`config.mk`:
```
export PLATFORM = sky130hd
export DESIGN_NAME = one_round_permutation_flat
export DESIGN_NICKNAME = d
export VERILOG_FILES = /design/src/rtl/one_round_permutation_if.sv /design/src/rtl/one_round_permutation.sv /design/src/flat_wrapper.sv
export SDC_FILE = /design/constraint.sdc
export NUM_CORES = 1
export LEC_CHECK = 0
export CORE_ASPECT_RATIO = 0.6
export CORE_UTILIZATION = 25
export DETAILED_ROUTE_END_ITERATION = 16
export GPL_TIMING_DRIVEN = 0
export SLEW_MARGIN = 20
export SYNTH_ARGS = -nofsm -noshare
export SYNTH_HDL_FRONTEND = slang
export SYNTH_SLANG_ARGS = --single-unit
```
`constraint.sdc`:
```
create_clock -name clk -period 1.7 [get_ports clk]
set_input_delay 0.17 -clock clk [delete_from_list [all_inputs] [get_ports clk]]
set_output_delay 0.17 -clock clk [all_outputs]
set_load 0.02 [all_outputs]
```
`src/rtl/one_round_permutation_if.sv`:
```
// Slice-level bus between the cipher core and the bit-serial Ascon-style permutation.
// The master drives the load, constant and start signals; the slave returns the output slice.
interface one_round_permutation_if;
    logic [4:0] input_data;
    logic       constant;
    logic       start_permutation;
    logic [3:0] iteration;
    logic [4:0] output_data;

    modport master (
        output input_data,
        output constant,
        output start_permutation,
        output iteration,
        input  output_data
    );

    modport slave (
        input  input_data,
        input  constant,
        input  start_permutation,
        input  iteration,
        output output_data
    );
endinterface

```
`src/rtl/one_round_permutation.sv`:
```
// Bit-serial Ascon-style permutation over five 64-bit lanes: serial load, serial
// constant-add plus S-box, one-cycle parallel diffusion, then a serial rotate-out.
module one_round_permutation #(
    parameter bit FIRST_ROUND_LOAD = 1'b1
) (
    input logic                    clk,
    input logic                    rst,
    one_round_permutation_if.slave bus
);

    typedef enum logic [2:0] {
        IDLE = 3'd0,
        LOAD = 3'd1,
        SBOX = 3'd2,
        LIN  = 3'd3,
        OUT  = 3'd4
    } state_t;

    state_t      state_r;
    logic [63:0] x0_r, x1_r, x2_r, x3_r, x4_r;
    logic [5:0]  bit_cnt_r;
    logic [3:0]  rnd_cnt_r;
    logic [3:0]  rounds_r;

    logic [3:0]  iter_sat_s;
    logic [3:0]  rnd_next_s;
    logic [4:0]  sbox_in_s;
    logic [4:0]  sbox_out_s;

    function automatic logic [4:0] sbox5(input logic [4:0] idx);
        logic [4:0] res;
        case (idx)
            5'h00: res = 5'h04;  5'h01: res = 5'h0b;  5'h02: res = 5'h1f;  5'h03: res = 5'h14;
            5'h04: res = 5'h1a;  5'h05: res = 5'h15;  5'h06: res = 5'h09;  5'h07: res = 5'h02;
            5'h08: res = 5'h1b;  5'h09: res = 5'h05;  5'h0a: res = 5'h08;  5'h0b: res = 5'h12;
            5'h0c: res = 5'h1d;  5'h0d: res = 5'h03;  5'h0e: res = 5'h06;  5'h0f: res = 5'h1c;
            5'h10: res = 5'h1e;  5'h11: res = 5'h13;  5'h12: res = 5'h07;  5'h13: res = 5'h0e;
            5'h14: res = 5'h00;  5'h15: res = 5'h0d;  5'h16: res = 5'h11;  5'h17: res = 5'h18;
            5'h18: res = 5'h10;  5'h19: res = 5'h0c;  5'h1a: res = 5'h01;  5'h1b: res = 5'h19;
            5'h1c: res = 5'h16;  5'h1d: res = 5'h0a;  5'h1e: res = 5'h0f;  5'h1f: res = 5'h17;
            default: res = 5'h00;
        endcase
        return res;
    endfunction

    // Round-count saturation, S-box slice datapath and round-counter increment
    always_comb begin
        iter_sat_s = bus.iteration;
        if (bus.iteration > 4'd12) begin
            iter_sat_s = 4'd12;
        end else begin
            iter_sat_s = bus.iteration;
        end
        sbox_in_s  = {x0_r[63], x1_r[63], x2_r[63] ^ bus.constant, x3_r[63], x4_r[63]};
        sbox_out_s = sbox5(sbox_in_s);
        rnd_next_s = rnd_cnt_r + 4'd1;
    end

    // Output slice is the lane MSBs while streaming, quiet otherwise
    assign bus.output_data = (state_r == OUT) ? {x0_r[63], x1_r[63], x2_r[63], x3_r[63], x4_r[63]}
                                              : 5'd0;

    // Phase sequencer and lane datapath
    always_ff @(posedge clk) begin
        if (rst) begin
            state_r   <= IDLE;
            x0_r      <= 64'd0;
            x1_r      <= 64'd0;
            x2_r      <= 64'd0;
            x3_r      <= 64'd0;
            x4_r      <= 64'd0;
            bit_cnt_r <= 6'd0;
            rnd_cnt_r <= 4'd0;
            rounds_r  <= 4'd0;
        end else begin
            case (state_r)
                IDLE: begin
                    if (bus.start_permutation) begin
                        rounds_r  <= iter_sat_s;
                        rnd_cnt_r <= 4'd0;
                        if (FIRST_ROUND_LOAD) begin
                            // The start cycle already captures the first load slice
                            x0_r      <= {x0_r[62:0], bus.input_data[4]};
                            x1_r      <= {x1_r[62:0], bus.input_data[3]};
                            x2_r      <= {x2_r[62:0], bus.input_data[2]};
                            x3_r      <= {x3_r[62:0], bus.input_data[1]};
                            x4_r      <= {x4_r[62:0], bus.input_data[0]};
                            bit_cnt_r <= 6'd1;
                            state_r   <= LOAD;
                        end else begin
                            bit_cnt_r <= 6'd0;
                            state_r   <= (iter_sat_s == 4'd0) ? OUT : SBOX;
                        end
                    end else begin
                        bit_cnt_r <= 6'd0;
                    end
                end
                LOAD: begin
                    x0_r      <= {x0_r[62:0], bus.input_data[4]};
                    x1_r      <= {x1_r[62:0], bus.input_data[3]};
                    x2_r      <= {x2_r[62:0], bus.input_data[2]};
                    x3_r      <= {x3_r[62:0], bus.input_data[1]};
                    x4_r      <= {x4_r[62:0], bus.input_data[0]};
                    bit_cnt_r <= bit_cnt_r + 6'd1;
                    if (bit_cnt_r == 6'd63) begin
                        state_r <= (rounds_r == 4'd0) ? OUT : SBOX;
                    end else begin
                        state_r <= LOAD;
                    end
                end
                SBOX: begin
                    x0_r      <= {x0_r[62:0], sbox_out_s[4]};
                    x1_r      <= {x1_r[62:0], sbox_out_s[3]};
                    x2_r      <= {x2_r[62:0], sbox_out_s[2]};
                    x3_r      <= {x3_r[62:0], sbox_out_s[1]};
                    x4_r      <= {x4_r[62:0], sbox_out_s[0]};
                    bit_cnt_r <= bit_cnt_r + 6'd1;
                    state_r   <= (bit_cnt_r == 6'd63) ? LIN : SBOX;
                end
                LIN: begin
                    x0_r      <= x0_r ^ {x0_r[18:0], x0_r[63:19]} ^ {x0_r[27:0], x0_r[63:28]};
                    x1_r      <= x1_r ^ {x1_r[60:0], x1_r[63:61]} ^ {x1_r[38:0], x1_r[63:39]};
                    x2_r      <= x2_r ^ {x2_r[0],    x2_r[63:1]}  ^ {x2_r[5:0],  x2_r[63:6]};
                    x3_r      <= x3_r ^ {x3_r[9:0],  x3_r[63:10]} ^ {x3_r[16:0], x3_r[63:17]};
                    x4_r      <= x4_r ^ {x4_r[6:0],  x4_r[63:7]}  ^ {x4_r[40:0], x4_r[63:41]};
                    rnd_cnt_r <= rnd_next_s;
                    bit_cnt_r <= 6'd0;
                    state_r   <= (rnd_next_s == rounds_r) ? OUT : SBOX;
                end
                OUT: begin
                    // Rotating keeps the final state intact for continuation runs
                    x0_r      <= {x0_r[62:0], x0_r[63]};
                    x1_r      <= {x1_r[62:0], x1_r[63]};
                    x2_r      <= {x2_r[62:0], x2_r[63]};
                    x3_r      <= {x3_r[62:0], x3_r[63]};
                    x4_r      <= {x4_r[62:0], x4_r[63]};
                    bit_cnt_r <= bit_cnt_r + 6'd1;
                    state_r   <= (bit_cnt_r == 6'd63) ? IDLE : OUT;
                end
                default: begin
                    state_r   <= IDLE;
                    bit_cnt_r <= 6'd0;
                    rnd_cnt_r <= 4'd0;
                end
            endcase
        end
    end

endmodule

```
`src/flat_wrapper.sv`:
```
// flat-port wrapper written by rule: the top's interface ports become plain ports
module one_round_permutation_flat 
#(
    parameter bit FIRST_ROUND_LOAD = 1'b1
)
  (clk, rst, bus_input_data, bus_constant, bus_start_permutation, bus_iteration, bus_output_data);
  one_round_permutation_if bus_i ();
  input logic clk;
  input logic rst;
  input wire logic [$bits(bus_i.input_data)-1:0] bus_input_data;
  input wire logic [$bits(bus_i.constant)-1:0] bus_constant;
  input wire logic [$bits(bus_i.start_permutation)-1:0] bus_start_permutation;
  input wire logic [$bits(bus_i.iteration)-1:0] bus_iteration;
  output wire logic [$bits(bus_i.output_data)-1:0] bus_output_data;
  assign bus_i.input_data = bus_input_data;
  assign bus_i.constant = bus_constant;
  assign bus_i.start_permutation = bus_start_permutation;
  assign bus_i.iteration = bus_iteration;
  assign bus_output_data = bus_i.output_data;
  one_round_permutation #(.FIRST_ROUND_LOAD(FIRST_ROUND_LOAD)) u_core (.clk(clk), .rst(rst), .bus(bus_i));
endmodule
```
==> out/metrics.csv <==
metric;value;unit
status;finished, violations left;
failing checks;negative setup slack;
GR Layer Usage met1;0.283;
PD cells;640;nW/um^2
total I/O pin count;18;
fillers;9692;
Synth top area share;0.290;
vias per cell;5.33;
wire length per cell;19.3;um
site row count;86;
Data required, critical path;2.11;ns
logic gate share of total power;0.088;
Int Pwr;13100;uW
core area;92000;um^2
crit path cell chain;buf_6 > or4_4 > and2_4 > buf_12 > buf_6 > clkbuf_8 > o21ai_1 > a21oi_2;
LEAKAGE;0.00748;uW
worst hold start;rst;
Net Sw Frac;0.265;
Die X;396;um
DRC;0;
Startpoint Class;flip-flop;
Initial Util;0.253;
max-cap viol count;0;
met2 Use GR;0.199;
Routed Antenna Nets;0;
hold crit path type;in2reg;
Crit Path Category;reg2reg;
Crit path top cell by count;buf_6;
worst reg-to-reg path cell count;8;
grt peak-use layer;met1;
CP bufs+invs;4;
CP max-delay cell;or4_4;
GRT Total Usage;0.170;
GR Util met3;0.0562;
TritonCTS buffer count;36;
Mapped Cells;2961;
Final TNS setup;-74.46;ns
Netlist Area Pre-Place;23300;um^2
syn_area_per_cell;7.86;um^2
largest net degree at the start of global routing;14;
Synth Net Count;2980;
asr flop ratio synth;0;
CTS Hold Bufs;0;
H-tree levels;2;
Max Clock Freq;506;MHz
Critical Path End Type;flip-flop;
CTS sink count;337;
Hold Path End;u_core.x0_r[0];
clock latency on the worst-skew pair;0.56;ns
Slew headroom;0.404;
Psw;4720;uW
Worst R2R End;u_core.x1_r[50];
Synth Register Bits;337;
Critical R2R Launch;u_core.state_r[0];
Area contributors post-synth;dfxtp_1 (29%), a21bo_1 (13%), xnor2_1 (13%), and2_1 (8.6%), a21oi_1 (7.1%);
initial antenna violation count;3;
Worst-path clk slew;0.06;ns
worst hold path cell count;2;
Worst Slack Setup Final;-0.277;ns
register area share after synthesis;0.290;
fin. max-slew vios;0;
Area Growth Syn to Fin;19.5;%
Root Buffer;clkbuf_16;
Hold Vio Cnt, Final;0;
Clock Path Buffers;3;
final wirelength;82700;um
Tightest Pin Transition;0.894;ns
Max stage delay on crit path;0.45;ns
chip height;238;um
hpwl dp;60000;um
RSZ-0062 raised after global routing;yes;
Pre-antenna DRT Iters;5;
Remaining Overflow, GRT;0;
Initial DRC Count;2954;
Final Setup Violations;337;
Final Skew;0.0156;ns
vias in the first global route;20600;
flop2flop setup slack;-0.28;ns
fraction of layout cells with a size suffix above 1;0.148;
GP Congestion;0.991;
IO Port Bufs;16;
crit path DAT;2.38;ns
routed vias;22800;
CTS tree;yes;
Seq pwr share;0.449;
Post-synth EDFFs;0;
count of nets after finishing;3049;
die area;94300;um^2
Post-synth top flop;dfxtp_1;
Unique masters post-synth;46;
Final period util;1.16;
Worst VDD drop;0.621;mV
Crit Path Max Fanout;10;
Crit path max-delay family;buffers and inverters;
final core utilization;0.302;
Synth area leader;dfxtp_1;
Clock power frac;0.463;
warnings from Yosys;0;
first-pass GRT wire length;128000;um
minimum clock period;1.98;ns
## layout make-up
cell class                      instances  area [um^2]  share of cell area
Multi-Input combinational cell       2359        15800               0.570
Tap cell                             1232         1540              0.0554
Clock buffer                           55         1100              0.0397
Antenna cell                            1         2.50           0.0000900
Clock inverter                          6         57.6             0.00207
Sequential cell                       337         6760               0.243
Buffer                                257         2050              0.0739
Inverter                                6         22.5            0.000810
Timing Repair Buffer                   33          432              0.0155
## kinds of logic after synthesis
family,after synthesis,share of synthesized area
compound gates,986,0.283
xor+xnor,341,0.129
fa+ha+maj,6,0.00323
buf+inv,265,0.0557
flops,337,0.290
mux,4,0.00172
simple gates,1022,0.238
## cells in the mapped netlist, drive strengths merged, types with 3 or more instances
library cell  instances
o211ai                3
nor3                323
and2                319
nor4                  4
ha                    6
buf                  60
nand3               322
nand2b                6
inv                   6
nor2                 24
o21ai               320
mux2i                 4
nand3b                3
nand2                 9
o22ai                 3
a21bo               313
clkbuf              199
a21oi               328
xor2                  8
xnor2               332
a22oi                 3
dfxtp               337
nor2b                 3
## registers in the layout (all words and copies together), names as in the netlist
| register | cells |
|---|---|
| u_core.x2_r | 64 |
| u_core.rounds_r | 4 |
| u_core.rnd_cnt_r | 4 |
| u_core.x4_r | 64 |
| u_core.x0_r | 64 |
| u_core.state_r | 3 |
| u_core.x3_r | 64 |
| u_core.bit_cnt_r | 6 |
| u_core.x1_r | 64 |
## layer usage
metal / part of all wire / wire length (um)
met3: 0.12 / 10100
met5: 0.00033 / 27
met4: 0.013 / 1090
met2: 0.35 / 28700
met1: 0.52 / 42800
## repair_timing
item                       4_1_cts  5_1_grt
setup endpoints to repair      337      342
pin swaps                       73       30
resized for setup              309      356
cloned                           5        0
setup buffers                   11        1
## power by group through the flow
stage / combinational [uW] / clock [uW] / sequential, uW
5_1_grt: 1650 / 8690 / 7980
6_report: 1570 / 8250 / 7990
4_1_cts: 1470 / 8380 / 7980
2_1_floorplan: 773 / 0 / 8140
3_5_place_dp: 1230 / 0 / 8170
3_3_place_gp: 1230 / 0 / 8170
## worst max-delay path by stage
stage                                 start              end  cells after the start
after floorplan           u_core.state_r[1]  u_core.x3_r[10]                      8
after global placement    u_core.state_r[2]  u_core.x0_r[14]                      8
after detailed placement  u_core.state_r[2]  u_core.x1_r[19]                      8
after CTS                 u_core.state_r[1]   u_core.x2_r[1]                      7
after global routing      u_core.state_r[1]  u_core.x3_r[18]                      8
final                     u_core.state_r[0]  u_core.x1_r[50]                      8
## placed cells by master (no fill, tap or decap), types with 20 or more instances in the layout
cell / synthesis / layout
nor3_2: 0 / 21
dfxtp_1: 337 / 334
clkbuf_4: 0 / 24
a21bo_1: 302 / 302
buf_8: 0 / 27
clkbuf_8: 0 / 31
nand3_1: 322 / 322
buf_4: 0 / 43
o21ai_1: 0 / 48
nor3_1: 323 / 302
clkbuf_16: 0 / 39
o21ai_0: 320 / 257
a21oi_1: 328 / 223
xnor2_1: 332 / 332
clkbuf_1: 199 / 59
and2_1: 319 / 315
clkbuf_2: 0 / 56
a21oi_2: 0 / 105
nor2_1: 24 / 20
## through the flow
stage	std cells	total power, uW	hold WS [ns]	worst slack [ns]	area [um^2]
global placement	4209	9400	0.487	-1.04	25000
CTS	4284	17800	0.172	-0.265	27100
floorplan	2961	8910	0.315	-0.0695	23300
detailed placement	4209	9400	0.492	-1.12	25000
finish	4286	17800	0.167	-0.277	27800
global route	4286	18300	0.223	-0.325	27800
Note: power is estimated with default switching activity, not from simulation.
==> RTL edit 1 (same flow settings) <==
`FIRST_ROUND_LOAD` is set to 1'b1 in 2 places; all go to 1'b0.
--- a/src/rtl/one_round_permutation.sv
+++ b/src/rtl/one_round_permutation.sv
@@ -2,5 +2,5 @@
 // constant-add plus S-box, one-cycle parallel diffusion, then a serial rotate-out.
 module one_round_permutation #(
-    parameter bit FIRST_ROUND_LOAD = 1'b1
+    parameter bit FIRST_ROUND_LOAD = 1'b0
 ) (
     input logic                    clk,
--- a/src/flat_wrapper.sv
+++ b/src/flat_wrapper.sv
@@ -2,5 +2,5 @@
 module one_round_permutation_flat 
 #(
-    parameter bit FIRST_ROUND_LOAD = 1'b1
+    parameter bit FIRST_ROUND_LOAD = 1'b0
 )
   (clk, rst, bus_input_data, bus_constant, bus_start_permutation, bus_iteration, bus_output_data);
Behaviour: same outputs for any inputs over 4 cycles, from zero or initial values and one cycle with rst high; that may be too few to reach the edited logic, so the function may still have changed.
==> RTL edit 1 against the original RTL <==
The run still ends with negative setup slack left. Count of clock-buffer cells in the layout fell by 11. Area after synthesis fell by 8.8%. Critical endpoint is now u_core.x1_r[52]$_SDFFE_PP0P_. Sequential cell count did not move. Design area rose by 1.0%. Critical path type unchanged. Clock skew barely moved. Routed wire length fell by 4.4%. Global-route usage fell by 0.47 points. Die area fell by 8.7%. Setup slack improved by 0.037 ns. Final cell count fell by 8.8%. First-iteration DRC count fell by 4.6%.
Power is not compared: it rests on default switching activity, and its combinational part moved more than twofold at a synthesized area within 25%.
==> RTL edit 1: results (changes against the original RTL) <==
Cell Area, Placed 22860 um^2 (-8.5%); status finished with violations; hold_ws 0.2772 ns (+0.1098 ns); DR vias/cell 5.463 (+2.6%); met2 WL 27970 um (-2.5%); failing checks negative setup slack; # setup viols final 321 (-4.7%); Setup TNS -57.90 ns (+16.56 ns); setup ws final -0.2400 ns (+0.03734 ns); ANT cells 0 (-1); top cells by count, synth 345 x nor2_1, 337 x dfxtp_1, 333 x a21oi_1, 331 x xnor2_1, 318 x nor3_1; DR top layer met4; DR WL met3 10100 um (+0.15%); GR Util met3 0.06080 (+0.004597); largest net degree at the start of global routing 16 (+2); Tightest Pin Transition 0.8200 ns (-0.07396 ns); DP Worst Slack -0.9234 ns (+0.1964 ns); Max FO, Critical Path 8 (-2); Final Net Count 2769 (-9.2%); Cell variety after synth 49 (+6.5%); DP Cell Count 3780 (-10%); Crit-path slowest cell dfxtp_1; RePlAce Congestion 0.9148 (-7.7%); initial DRC count 2818 (-4.6%); M2 GR Usage 0.1907 (-0.008005); vias 21.34k (-6.5%)
==> RTL edit 1: cell types whose count changed after synthesis, sizes merged, moves of 5 or more <==
| cell | change |
|---|---|
| a21oi | +5 |
| and2 | -318 |
| clkbuf | -81 |
| nor2 | +322 |
| o21ai | -308 |
| a21bo | -313 |
| buf | +51 |
| nand3 | -316 |
| a2bb2oi | +309 |
| nand2 | +10 |
| a21o | +307 |
==> RTL edit 1: logic make-up (layout without fill, tap and decap cells) <==
kind of cell	after synthesis	in the layout	synth area share
compound gates	1003	1003	0.3332
flops	337	337	0.3181
buf+inv	237	380	0.05804
xor+xnor	339	339	0.1400
fa+ha+maj	6	6	0.003539
simple gates	708	708	0.1472
==> RTL edit 1: layout make-up <==
class / instances / area (um^2)
plain buffers: 225 / 2391
clock buffers: 44 / 894.6
clock inverters: 12 / 163.9
fillers: 8615 / 55620
inverters: 8 / 41.29
multi-input cells: 2056 / 14820
flip-flops and latches: 337 / 6763
well taps: 1134 / 1419
repair buffers: 91 / 1607
==> RTL edit 2 (same flow settings) <==
Made on the original files. Reset style: asynchronous (`rst`), changed in one clocked block.
--- a/src/rtl/one_round_permutation.sv
+++ b/src/rtl/one_round_permutation.sv
@@ -62,5 +62,5 @@
 
     // Phase sequencer and lane datapath
-    always_ff @(posedge clk) begin
+    always_ff @(posedge clk or posedge rst) begin
         if (rst) begin
             state_r   <= IDLE;
Function: same outputs for any inputs over 4 cycles, from zero or initial values and one cycle with rst high; that may be too few to reach the edited logic, so the function may still have changed.
==> RTL edit 2 against the original RTL <==
Setup slack worse by 0.017 ns. Core utilization is 1.1 points higher. Critical path type is now register to output port. Critical endpoint is now bus_output_data[1]. The flow still finishes with violations (negative setup slack). Clock skew is 0.022 ns higher. Routed wire length is 11% lower. Design area is 7.2% lower. Sequential cell count stayed put. Area after synthesis is 9.6% lower. Largest cell class unchanged.
Power is left out: it rests on default switching activity, and per cell area and clock period it moved more than threefold.
==> RTL edit 2: results (changes against the original RTL) <==
status finished with violations; failing checks negative setup slack; Mapped Nets 2499 (-16%); ANT cells 0 (-1); setup ws final -0.2942 ns (-0.01690 ns); top cells by count, synth 543 x a21oi_1, 337 x dfrtp_1, 323 x xor2_1, 318 x o21ai_0, 225 x nand3_1; Synth Flop Type dfrtp_1; vias in the first global route 18.28k (-11%); Cell Area, Placed 23010 um^2 (-7.9%); RePlAce Congestion 0.9888 (-0.23%); asr flop ratio synth 1.000 (+1.000); Num CTS Buffers 35 (-2.8%); Detailed Route WL 73950 um (-11%); port bufs 17 (+1); Max FO, Critical Path 8 (-2); layout cells sized above 1 0.2397 (+0.09197); Critical Path Sink bus_output_data[1]; Synth area leaders dfrtp_1 40%, xor2_1 13%, a21oi_1 13%, o21ai_0 7.6%, or2_2 6.5%; largest net degree at the start of global routing 33 (+19); Reg2Reg Setup Slack -0.28 ns; yosys warns 0 (unchanged); Hold Path Class primary input to async pin; CP arrival 1.82 ns (-0.56 ns); # setup viols final 329 (-2.4%); Reg-to-Reg Start u_core.state_r[0]$_DFFE_PP0P_; Detailed Routing Iterations Pass 1 5 (unchanged); DR vias/cell 5.453 (+2.4%); DP HPWL 52790 um (-12%); sequential area share after synthesis 0.4009 (+0.1108); Reg2Reg Depth 8 (unchanged); CTS root buf clkbuf_16; Total GRT Usage 0.1706 (+0.0004175); first-pass GRT wire length 114200 um (-11%); Final Net Count 2587 (-15%); Clock Skews 0.03722 ns (+0.02165 ns); fillcell total 8533 (-12%); Max Root-Sink Buffers 3 (unchanged); worst skew pair latency 0.57 ns; initial antenna violation count 0 (-3); Worst-path clk slew 0.07 ns; Worst Setup SP u_core.state_r[1]$_DFFE_PP0P_; initial DRC count 2777 (-6.0%); H-tree lvl count 2 (unchanged); Worst R2R End u_core.x1_r[33]$_DFFE_PP0P_; most common cell in the synthesized netlist a21oi_1; Slew Limit Headroom 0.4322 (+0.02820); Post-synth EDFFs 0 (unchanged); Cell variety after synth 53 (+15%)
-- RTL edit 2: area by class of cell --
type | count | share of cell area
Buffer | 187 | 0.06727
Inverter | 6 | 0.001019
Sequential cell | 337 | 0.3270
Clock inverter | 15 | 0.005869
Tap cell | 1120 | 0.05432
Multi-Input combinational cell | 1949 | 0.4764
Timing Repair Buffer | 52 | 0.02813
Clock buffer | 49 | 0.03997
-- RTL edit 2: worst min path at each step --
stage / from / end / slack, ns / depth (start not counted)
after floorplan: bus_iteration[2] / u_core.rounds_r[2]$_DFFE_PP0P_ / 0.28 / 2
final: rst / u_core.x1_r[38]$_DFFE_PP0P_ / 0.02 / 3
after detailed placement: u_core.rounds_r[2]$_DFFE_PP0P_ / u_core.rounds_r[2]$_DFFE_PP0P_ / 0.51 / 2
after CTS: rst / u_core.x0_r[0]$_DFFE_PP0P_ / 0.008 / 3
after global placement: u_core.bit_cnt_r[0]$_DFF_PP0_ / u_core.bit_cnt_r[0]$_DFF_PP0_ / 0.50 / 1
after global routing: rst / u_core.rnd_cnt_r[1]$_DFFE_PP0P_ / 0.05 / 3
-- RTL edit 2: repair_timing --
action	4_1_cts	5_1_grt
hold endpoints to repair	18	0
pin swaps	6	18
gates resized for setup	347	139
setup buffers	13	4
gates cloned	3	1
endpoints found under the setup margin	332	331
hold buffers	1	0
-- RTL edit 2: kinds of logic after synthesis --
kind of cell / synth area share
adders and majority gates: 0.003568
xor gates and xnor gates: 0.1429
and+or+nand+nor: 0.1649
AOI/OAI and AO/OA: 0.2429
muxes: 0.001963
buffers and inverters: 0.04294
DFF: 0.4009
-- RTL edit 2: layer usage --
metal / part of all wire / up-vias / global-route usage
met5: 0 / - / 0
met3: 0.13 / 85 / 0.06242
li1: - / 9115 / -
met1: 0.50 / 10027 / 0.2800
met2: 0.35 / 1030 / 0.2010
met4: 0.012 / 0 / 0.02583
-- RTL edit 2: critical path, cell delays in order, from the launching register on --
cell and delay (ns):
dfrtp_1 0.39, buf_6 0.15, or3b_4 0.43, nor2_4 0.15
buf_6 0.13
-- RTL edit 2: through the flow --
stage | worst slack [ns] | utilization | TNS, ns | cells | hold slack, ns
after floorplan | -2.975 | - | -1007.62 | 2480 | 0.2754
after detailed placement | -1.036 | 0.2793 | -267.67 | 3630 | 0.5122
after global placement | -5.806 | 0.2759 | -2198.10 | 3617 | 0.4996
after global routing | -0.3516 | 0.3131 | -81.93 | 3715 | 0.04888
final | -0.2942 | 0.3131 | -60.23 | 3715 | 0.01607
after CTS | -0.3281 | 0.3080 | -58.36 | 3710 | 0.008451
